File: src/rtl/pc_seq_pkg.sv
// pc_sequencer shared types: FSM encoding, opcodes and the DECODE
// branch decision used by the sequencer.
package pc_seq_pkg;

  localparam logic [2:0] S_FETCH  = 3'd0;
  localparam logic [2:0] S_DECODE = 3'd1;
  localparam logic [2:0] S_EXEC   = 3'd2;
  localparam logic [2:0] S_UPDATE = 3'd3;
  localparam logic [2:0] S_HALT   = 3'd4;

  localparam logic [3:0] OP_HALT = 4'hF;
  localparam logic [3:0] OP_JMP  = 4'hE;
  localparam logic [3:0] OP_BZ   = 4'hD;

  typedef struct packed {
    logic [2:0] next;
    logic       jump;
  } dec_t;

  function automatic dec_t decode_op(
    input logic [3:0] op,
    input logic       z
  );
    dec_t d;
    d.next = S_EXEC;
    d.jump = 1'b0;
    unique case (1'b1)
      (op == OP_HALT): d.next = S_HALT;
      (op == OP_JMP): begin
        d.next = S_UPDATE;
        d.jump = 1'b1;
      end
      (op == OP_BZ): begin
        d.next = S_UPDATE;
        d.jump = z;
      end
      default: d.next = S_EXEC;
    endcase
    return d;
  endfunction

endpackage

File: src/rtl/pc_sequencer_fetch_timer.sv
// fetch_timer: counts FETCH cycles spent waiting for an acknowledge and
// flags expiry in the cycle the count reaches MEM_TIMEOUT.
module fetch_timer #(
  parameter int unsigned MEM_TIMEOUT = 8
) (
  input  logic Clk2,
  input  logic reset,
  input  logic clear_i,
  input  logic enable_i,
  output logic expired_o
);

  localparam int unsigned CW = $clog2(MEM_TIMEOUT + 1);

  logic [CW-1:0] count_q;
  logic [CW-1:0] count_d;

  always_comb begin
    count_d = count_q;
    if (clear_i) begin
      count_d = '0;
    end else if (enable_i && (count_q != CW'(MEM_TIMEOUT))) begin
      count_d = count_q + 1'b1;
    end
  end

  always_ff @(posedge Clk2) begin
    if (reset) begin
      count_q <= '0;
    end else begin
      count_q <= count_d;
    end
  end

  assign expired_o = enable_i && !clear_i &&
                     (count_d == CW'(MEM_TIMEOUT));

endmodule

File: src/rtl/pc_sequencer.sv
// pc_sequencer: fetch/decode/execute/update control FSM. Emits PC advance
// controls only; the PC arithmetic itself lives in the PC unit.
module pc_sequencer
  import pc_seq_pkg::*;
#(
  parameter int unsigned MEM_TIMEOUT = 8,
  parameter int unsigned OP_W        = 4
) (
  input  logic        Clk2,
  input  logic        reset,
  output logic        fetch_req,
  input  logic        fetch_ack,
  input  logic [15:0] instr,
  input  logic        zero,
  output logic        exec_start,
  input  logic        exec_done,
  output logic        updatePC,
  output logic        jump,
  output logic [11:0] offset,
  output logic [15:0] ir,
  output logic        halted,
  output logic        fault,
  output logic [15:0] retired
);

  logic [2:0]      state_q, state_d;
  logic [15:0]     ir_q, ir_d;
  logic [15:0]     retired_q, retired_d;
  logic            fault_q, fault_d;
  logic            jump_q, jump_d;
  logic            fetch_req_q;
  logic            exec_start_q;
  logic            upd_q;
  logic            halted_q;
  logic            expired;
  logic            tmr_clear;
  logic            tmr_en;
  logic [OP_W-1:0] opcode;
  dec_t            dec;

  assign opcode    = ir_q[15 -: OP_W];
  assign tmr_clear = (state_q != S_FETCH);
  assign tmr_en    = (state_q == S_FETCH) && fetch_req_q && !fetch_ack;

  fetch_timer #(
    .MEM_TIMEOUT(MEM_TIMEOUT)
  ) u_timer (
    .Clk2     (Clk2),
    .reset    (reset),
    .clear_i  (tmr_clear),
    .enable_i (tmr_en),
    .expired_o(expired)
  );

  always_comb begin
    state_d   = state_q;
    ir_d      = ir_q;
    retired_d = retired_q;
    fault_d   = fault_q;
    jump_d    = 1'b0;
    dec       = decode_op(opcode, zero);
    unique case (state_q)
      S_FETCH: begin
        // an ack only counts once the request is actually on the bus
        if (fetch_req_q && fetch_ack) begin
          ir_d    = instr;
          state_d = S_DECODE;
        end else if (expired) begin
          fault_d = 1'b1;
          state_d = S_HALT;
        end
      end
      S_DECODE: begin
        state_d = dec.next;
        jump_d  = dec.jump;
      end
      S_EXEC: begin
        if (exec_done) begin
          state_d = S_UPDATE;
        end
      end
      S_UPDATE: begin
        retired_d = retired_q + 16'd1;
        state_d   = S_FETCH;
      end
      S_HALT: state_d = S_HALT;
      default: state_d = S_FETCH;
    endcase
  end

  always_ff @(posedge Clk2) begin
    if (reset) begin
      state_q      <= S_FETCH;
      ir_q         <= '0;
      retired_q    <= '0;
      fault_q      <= 1'b0;
      jump_q       <= 1'b0;
      fetch_req_q  <= 1'b0;
      exec_start_q <= 1'b0;
      upd_q        <= 1'b0;
      halted_q     <= 1'b0;
    end else begin
      state_q      <= state_d;
      ir_q         <= ir_d;
      retired_q    <= retired_d;
      fault_q      <= fault_d;
      jump_q       <= jump_d;
      fetch_req_q  <= (state_d == S_FETCH);
      exec_start_q <= (state_d == S_EXEC) && (state_q != S_EXEC);
      upd_q        <= (state_d == S_UPDATE);
      halted_q     <= (state_d == S_HALT);
    end
  end

  assign fetch_req  = fetch_req_q;
  assign exec_start = exec_start_q;
  assign updatePC   = upd_q;
  assign jump       = jump_q;
  assign offset     = ir_q[11:0];
  assign ir         = ir_q;
  assign halted     = halted_q;
  assign fault      = fault_q;
  assign retired    = retired_q;

endmodule

File: config.mk
export PLATFORM = sky130hd
export DESIGN_NAME = pc_sequencer
export DESIGN_NICKNAME = d
export VERILOG_FILES = /design/src/rtl/pc_seq_pkg.sv /design/src/rtl/pc_sequencer_fetch_timer.sv /design/src/rtl/pc_sequencer.sv
export SDC_FILE = /design/constraint.sdc
export NUM_CORES = 1
export LEC_CHECK = 0
export CORE_ASPECT_RATIO = 0.8
export CORE_MARGIN = 2
export CORE_UTILIZATION = 55
export CTS_CLUSTER_SIZE = 8
export DETAILED_ROUTE_END_ITERATION = 6
export DONT_BUFFER_PORTS = 1
export GPL_TIMING_DRIVEN = 0
export PLACE_DENSITY = 0.7
export SLEW_MARGIN = 20
export SYNTH_ARGS = -nofsm -noshare
export SYNTH_HDL_FRONTEND = slang
export SYNTH_HIERARCHICAL = 1
export SYNTH_SLANG_ARGS = --single-unit
File: constraint.sdc
create_clock -name Clk2 -period 3 [get_ports Clk2]
set_input_delay 0.3 -clock Clk2 [delete_from_list [all_inputs] [get_ports Clk2]]
set_output_delay 0.3 -clock Clk2 [all_outputs]
set_load 0.01 [all_outputs]
==> results.cfg, run 1 <==
[timing]
finalCriticalPeriod_ns = 2.51
fin_skew_ns = 0.00691
setup_tns_ns = 0
slew_headroom_pct = 65.5
drv_slew = 0
worst_pin_slew_ns = 0.517
rsz0062_at_grt = false
timing.fmax_ghz = 0.398
setup_viol = 0
worst_slack_ns = 0.489
fin_crit_sh_pct = 83.7
hold_ws_ns = 0.0686
hold_viol_final = 0

[synth]
synth_area_leaders = dfxtp_1, nand2_1, a21oi_1, buf_4, nor2_1
synth_seq_cells = 45
syn_area_um2 = 2090
synth_top_cell_by_area = dfxtp_1
syn_nets = 268
yosysTopAreaCellShare_pct = 43.1
syn_inst = 244
ys_types = 50
syn_avg_cell_area_um2 = 8.57
ys_warn_count = 6
synth-seq-area-share_pct = 43.1

[clock_tree]
ctsHoldBuffers = 0
clk_latency_ns = 0.29
cts_tree = done
cts-root-buf = clkbuf_8
cts_num_sinks = 45
cts_made_buffers = 5
clkTransAtPathRegs_ns = 0.08
post_cts.repair.setup_buffers = 0
post_cts_resize_count = 0
cts.path.max_buffers = 2
h-tree-depth = 2

[worst_setup_path]
crit_required_ns = 3.22
cpPeakStageDelay_ns = 0.34
worstPathArrival_ns = 2.73
crit_slowest_cell = nor3b_4
crit_type = reg2reg
crit_path_max_fanout = 10
crit_chain = buf_2 > nor3_2 > inv_2 > nor3b_4 > nor4b_1 > mux2i_1 > nor4_2 > a21oi_1 > o22a_1 > nor3_1
cp-start-kind = flip-flop
crit_path_end_kind = flip-flop

[floorplanning]
io_pins = 71
core_area_um2 = 3730
row_count = 20
die_area_um2 = 4310
initial_core_util_pct = 56.1
die_y_um = 59.1
dieWidth_um = 72.9

[outcome]
status = finished clean

[cells_and_area]
area_delta_synth_final_pct = 9.16
drive_above_1_share_pct = 15.5
layout_common_cells = dfxtp_1, nand2_1, a21oi_1, nor2_1, buf_4
final_nets = 275
final_common_cell = dfxtp_1
diodes = 0

[grt]
grt_pass1_wl_mm = 6.62
antenna_found_initial = 0
grt_start_max_net_pins = 15
globalRoute.totalOverflow = 0
grt_usage_pct = 19.6
grt_pass1_vias = 1464

[drt]
viasPerCell = 5.58
post-route-drc-count = 0
ant_nets = 0
wl_per_cell_um = 13.5
drt_iter0_drc = 86
vias = 1653
wirelength_mm = 3.99
drtPass1Iterations = 4

[pwr]
vdd_drop_max_mv = 0.354
p_per_area_nw_per_um2 = 545
p_leak_nw = 0.866
p_total_w = 0.00124

[place]
place_congestion = 0.797
port_buffers = 0
dpl.hpwl_mm = 2.96
pre_cts_ws_ns = 0.0363

[job]
cap_violations = 0

[hold_path]
holdCritPathClass = in2reg
==> per-stage QoR <==
step | util, % | area (µm²) | cells
after floorplan | - | 2090 | 244
after global placement | 57.6 | 2150 | 288
after detailed placement | 57.6 | 2150 | 288
after CTS | 60.8 | 2270 | 296
after global routing | 61.2 | 2280 | 296
final | 61.2 | 2280 | 296
==> critical path, delay by kind of cell (launching register included) <==
kind,cells,cell delay (ns)
mux,1,0.14
simple gates,5,1.34
flops,1,0.31
buf+inv,2,0.33
compound gates,2,0.34
==> report_power, final <==
group | switching (W) | internal [W] | total (W)
Clock | 0.000205 | 0.000271 | 0.000476
Combinational | 0.0000722 | 0.0000488 | 0.000121
Sequential | 0.0000291 | 0.000618 | 0.000647
==> final cells by class <==
class,count,area [µm²]
clock buffers,6,82.6
clock inverters,2,37.5
fillers,356,1450
multi-input cells,169,1040
plain buffers,21,131
well taps,44,55.1
inverters,9,33.8
flip-flops and latches,45,901
==> synthesized netlist by cell type, drive strengths merged <==
cell type	number
a2111oi	1
a21oi	26
a31oi	1
and3	2
and3b	2
and4	1
and4b	1
buf	18
clkbuf	3
dfxtp	45
ha	3
inv	9
maj3	1
mux2	1
mux2i	4
nand2	41
nand2b	2
nand3	7
nand3b	4
nand4	5
nand4b	1
nor2	17
nor2b	5
nor3	7
nor3b	1
nor4	4
nor4b	2
nor4bb	1
o211a	1
o21ai	4
o21ba	1
o21bai	1
o22a	1
o31ai	1
or2	4
or3	3
or4	2
xnor2	5
xor2	6
==> routing by layer <==
metal | routed length, µm | share of wire, % | track usage, % | vias to the layer above
li1 | - | - | - | 841
met1 | 1960 | 49 | 26.7 | 761
met2 | 1780 | 44 | 29.7 | 49
met3 | 248 | 6.2 | 6.46 | 2
met4 | 11 | 0.28 | 5.56 | 0
met5 | 0 | 0 | 0 | -
==> worst paths after layout <==
kind,startpoint,depth (start not counted),to,slack [ns]
max,state_q[2],10,state_q[2],0.49
min,reset,1,u_timer/count_q[3],0.07
min reg2reg,ir[9],2,ir[9],0.52
max reg2reg,state_q[2],10,state_q[2],0.49
==> logic make-up after synthesis <==
family | count (synthesis) | share of synthesized area [%]
AO/OA/AOI/OAI | 37 | 10.9
XOR/XNOR | 11 | 4.61
adder cells (fa/ha/maj) | 4 | 2.27
buffers and inverters | 30 | 7.90
flip-flops | 45 | 43.1
multiplexers | 5 | 2.45
AND/OR/NAND/NOR | 112 | 28.8
==> flip-flops by register name, summed over array words and instances (netlist names) <==
signal and cells:
retired 16, halted 1, updatePC 1, fetch_req 1, ir 16, fault 1
exec_start 1, state_q 3, u_timer/count_q 4, jump 1
No activity file was read; power rests on OpenSTA's default activity.
==> inputs of run 2 (changes only) <==
==> constraint.sdc (replaced) <==
create_clock -name Clk2 -period 2.55 [get_ports Clk2]
set_input_delay 0.255 -clock Clk2 [delete_from_list [all_inputs] [get_ports Clk2]]
set_output_delay 0.255 -clock Clk2 [all_outputs]
set_load 0.01 [all_outputs]
==> results.cfg, run 2 (same netlist as run 1, synthesis figures left out) <==
[cells_and_area]
diodes = 0
final_common_cell = dfxtp_1
multi_input_area_um2 = 1060
layout_common_cells = dfxtp_1, nand2_1, a21oi_1, nor2_1, buf_4
n_fill_cell = 336
drive_above_1_share_pct = 16.2
area_delta_synth_final_pct = 9.16
final_nets = 278
design_area_um2 = 2280
register_area_um2 = 901

[floorplanning]
row_count = 20
core_area_um2 = 3730
die_y_um = 59.1
io_pins = 71
initial_core_util_pct = 56.1
dieWidth_um = 72.9
die_area_um2 = 4310

[drt]
wl_met2_mm = 1.85
vias = 1654
drt_iter0_drc = 69
viasPerCell = 5.57
wirelength_mm = 4.11
ant_nets = 0
drtPass1Iterations = 6
wl_met3_um = 253
post-route-drc-count = 0
wl_met1_mm = 1.93
topRoutingLayerUsed = met4
wl_per_cell_um = 13.8

[worst_setup_path]
worstPathArrival_ns = 2.57
cpPeakStageDelay_ns = 0.31
crit_path_end_kind = flip-flop
cp-start-kind = flip-flop
crit_type = reg2reg
crit_family = simple AND/OR/NAND/NOR gates
crit_slowest_cell = dfxtp_1
cp.buffers_inverters = 4
crit_path_max_fanout = 10
crit_required_ns = 2.74
cp_common_cell = buf_4
crit_chain = buf_2 > nor3_4 > inv_4 > nor3b_4 > buf_4 > nand2_2 > and3b_1 > nor4_4 > buf_4 > a21oi_1 > o211a_1

[timing]
hold_viol_final = 0
slew_headroom_pct = 66.6
fin_crit_sh_pct = 93.3
finalCriticalPeriod_ns = 2.38
worst_pin_slew_ns = 0.499
rsz0062_at_grt = false
fin_skew_ns = 0.00347
drv_slew = 0
setup_viol = 0
setup_tns_ns = 0
timing.fmax_ghz = 0.420

[grt]
grt_usage_pct = 20.5
grt_start_max_net_pins = 13
grt_pass1_vias = 1543
antenna_found_initial = 0
globalRoute.totalOverflow = 0
grt_pass1_wl_mm = 6.85

[place]
port_buffers = 0
detailed_place.area_um2 = 2150
place_congestion = 0.812
dpl.hpwl_mm = 2.97

[clock_tree]
h-tree-depth = 2
clk_latency_ns = 0.29
cts_tree = done
cts-root-buf = clkbuf_8
cts_made_buffers = 5
cts_num_sinks = 45
ctsHoldBuffers = 0
clkTransAtPathRegs_ns = 0.08
cts.path.max_buffers = 2

[pwr]
vdd_drop_max_mv = 0.366
p_per_area_nw_per_um2 = 576
p_leak_nw = 0.867

[job]
cap_violations = 0

[hold_path]
holdCritPathClass = in2reg

[outcome]
status = finished clean
## run 2: power by group
group	internal (W)	total, W	switching [W]
clock	0.000180	0.000401	0.000221
combinational	0.0000637	0.000152	0.0000883
sequential	0.000727	0.000762	0.0000348
total	0.000971	0.00132	0.000344
## run 2: routing by layer
layer / global-route usage, % / vias up
li1: - / 845
met1: 27.5 / 755
met2: 30.6 / 46
met3: 6.46 / 8
met4: 8.73 / 0
met5: 0 / -
## run 2: cell type report
| cell class | instances | area share [%] |
|---|---|---|
| buffer | 21 | 5.76 |
| clock buffer | 5 | 3.02 |
| clock inverter | 1 | 0.219 |
| inverter | 9 | 1.59 |
| multi-input combinational | 169 | 46.5 |
| sequential | 45 | 39.5 |
| tap | 44 | 2.41 |
| timing repair buffer | 3 | 0.987 |
## run 2: final timing paths
path,startpoint,end,slack [ns],depth (start not counted)
hold reg to reg,ir[4],ir[4],0.52,2
setup reg to reg,state_q[2],fetch_req,0.17,11
hold / removal,reset,u_timer/count_q[3],0.03,1
setup / recovery,state_q[2],fetch_req,0.17,11
## run 2: what timing repair did
| action | in CTS | in global routing |
|---|---|---|
| endpoints found under the setup margin | 4 | 3 |
| gates cloned | 0 | 0 |
| pin swaps | 2 | 1 |
| resized for setup | 3 | 4 |
| buffers inserted | 3 | 0 |
## run 2: per-stage QoR
stage	util (%)	worst slack [ns]	instances	hold WS (ns)	power (W)
final	61.2	0.171	297	0.0264	0.00132
after global routing	61.2	0.0160	297	0.0145	0.00138
after CTS	60.6	0.0847	297	0.0187	0.00132
after detailed placement	57.7	-0.222	288	0.332	0.000916
after global placement	57.7	-0.214	288	0.330	0.000914
after floorplan	-	0.167	244	0.327	0.000887
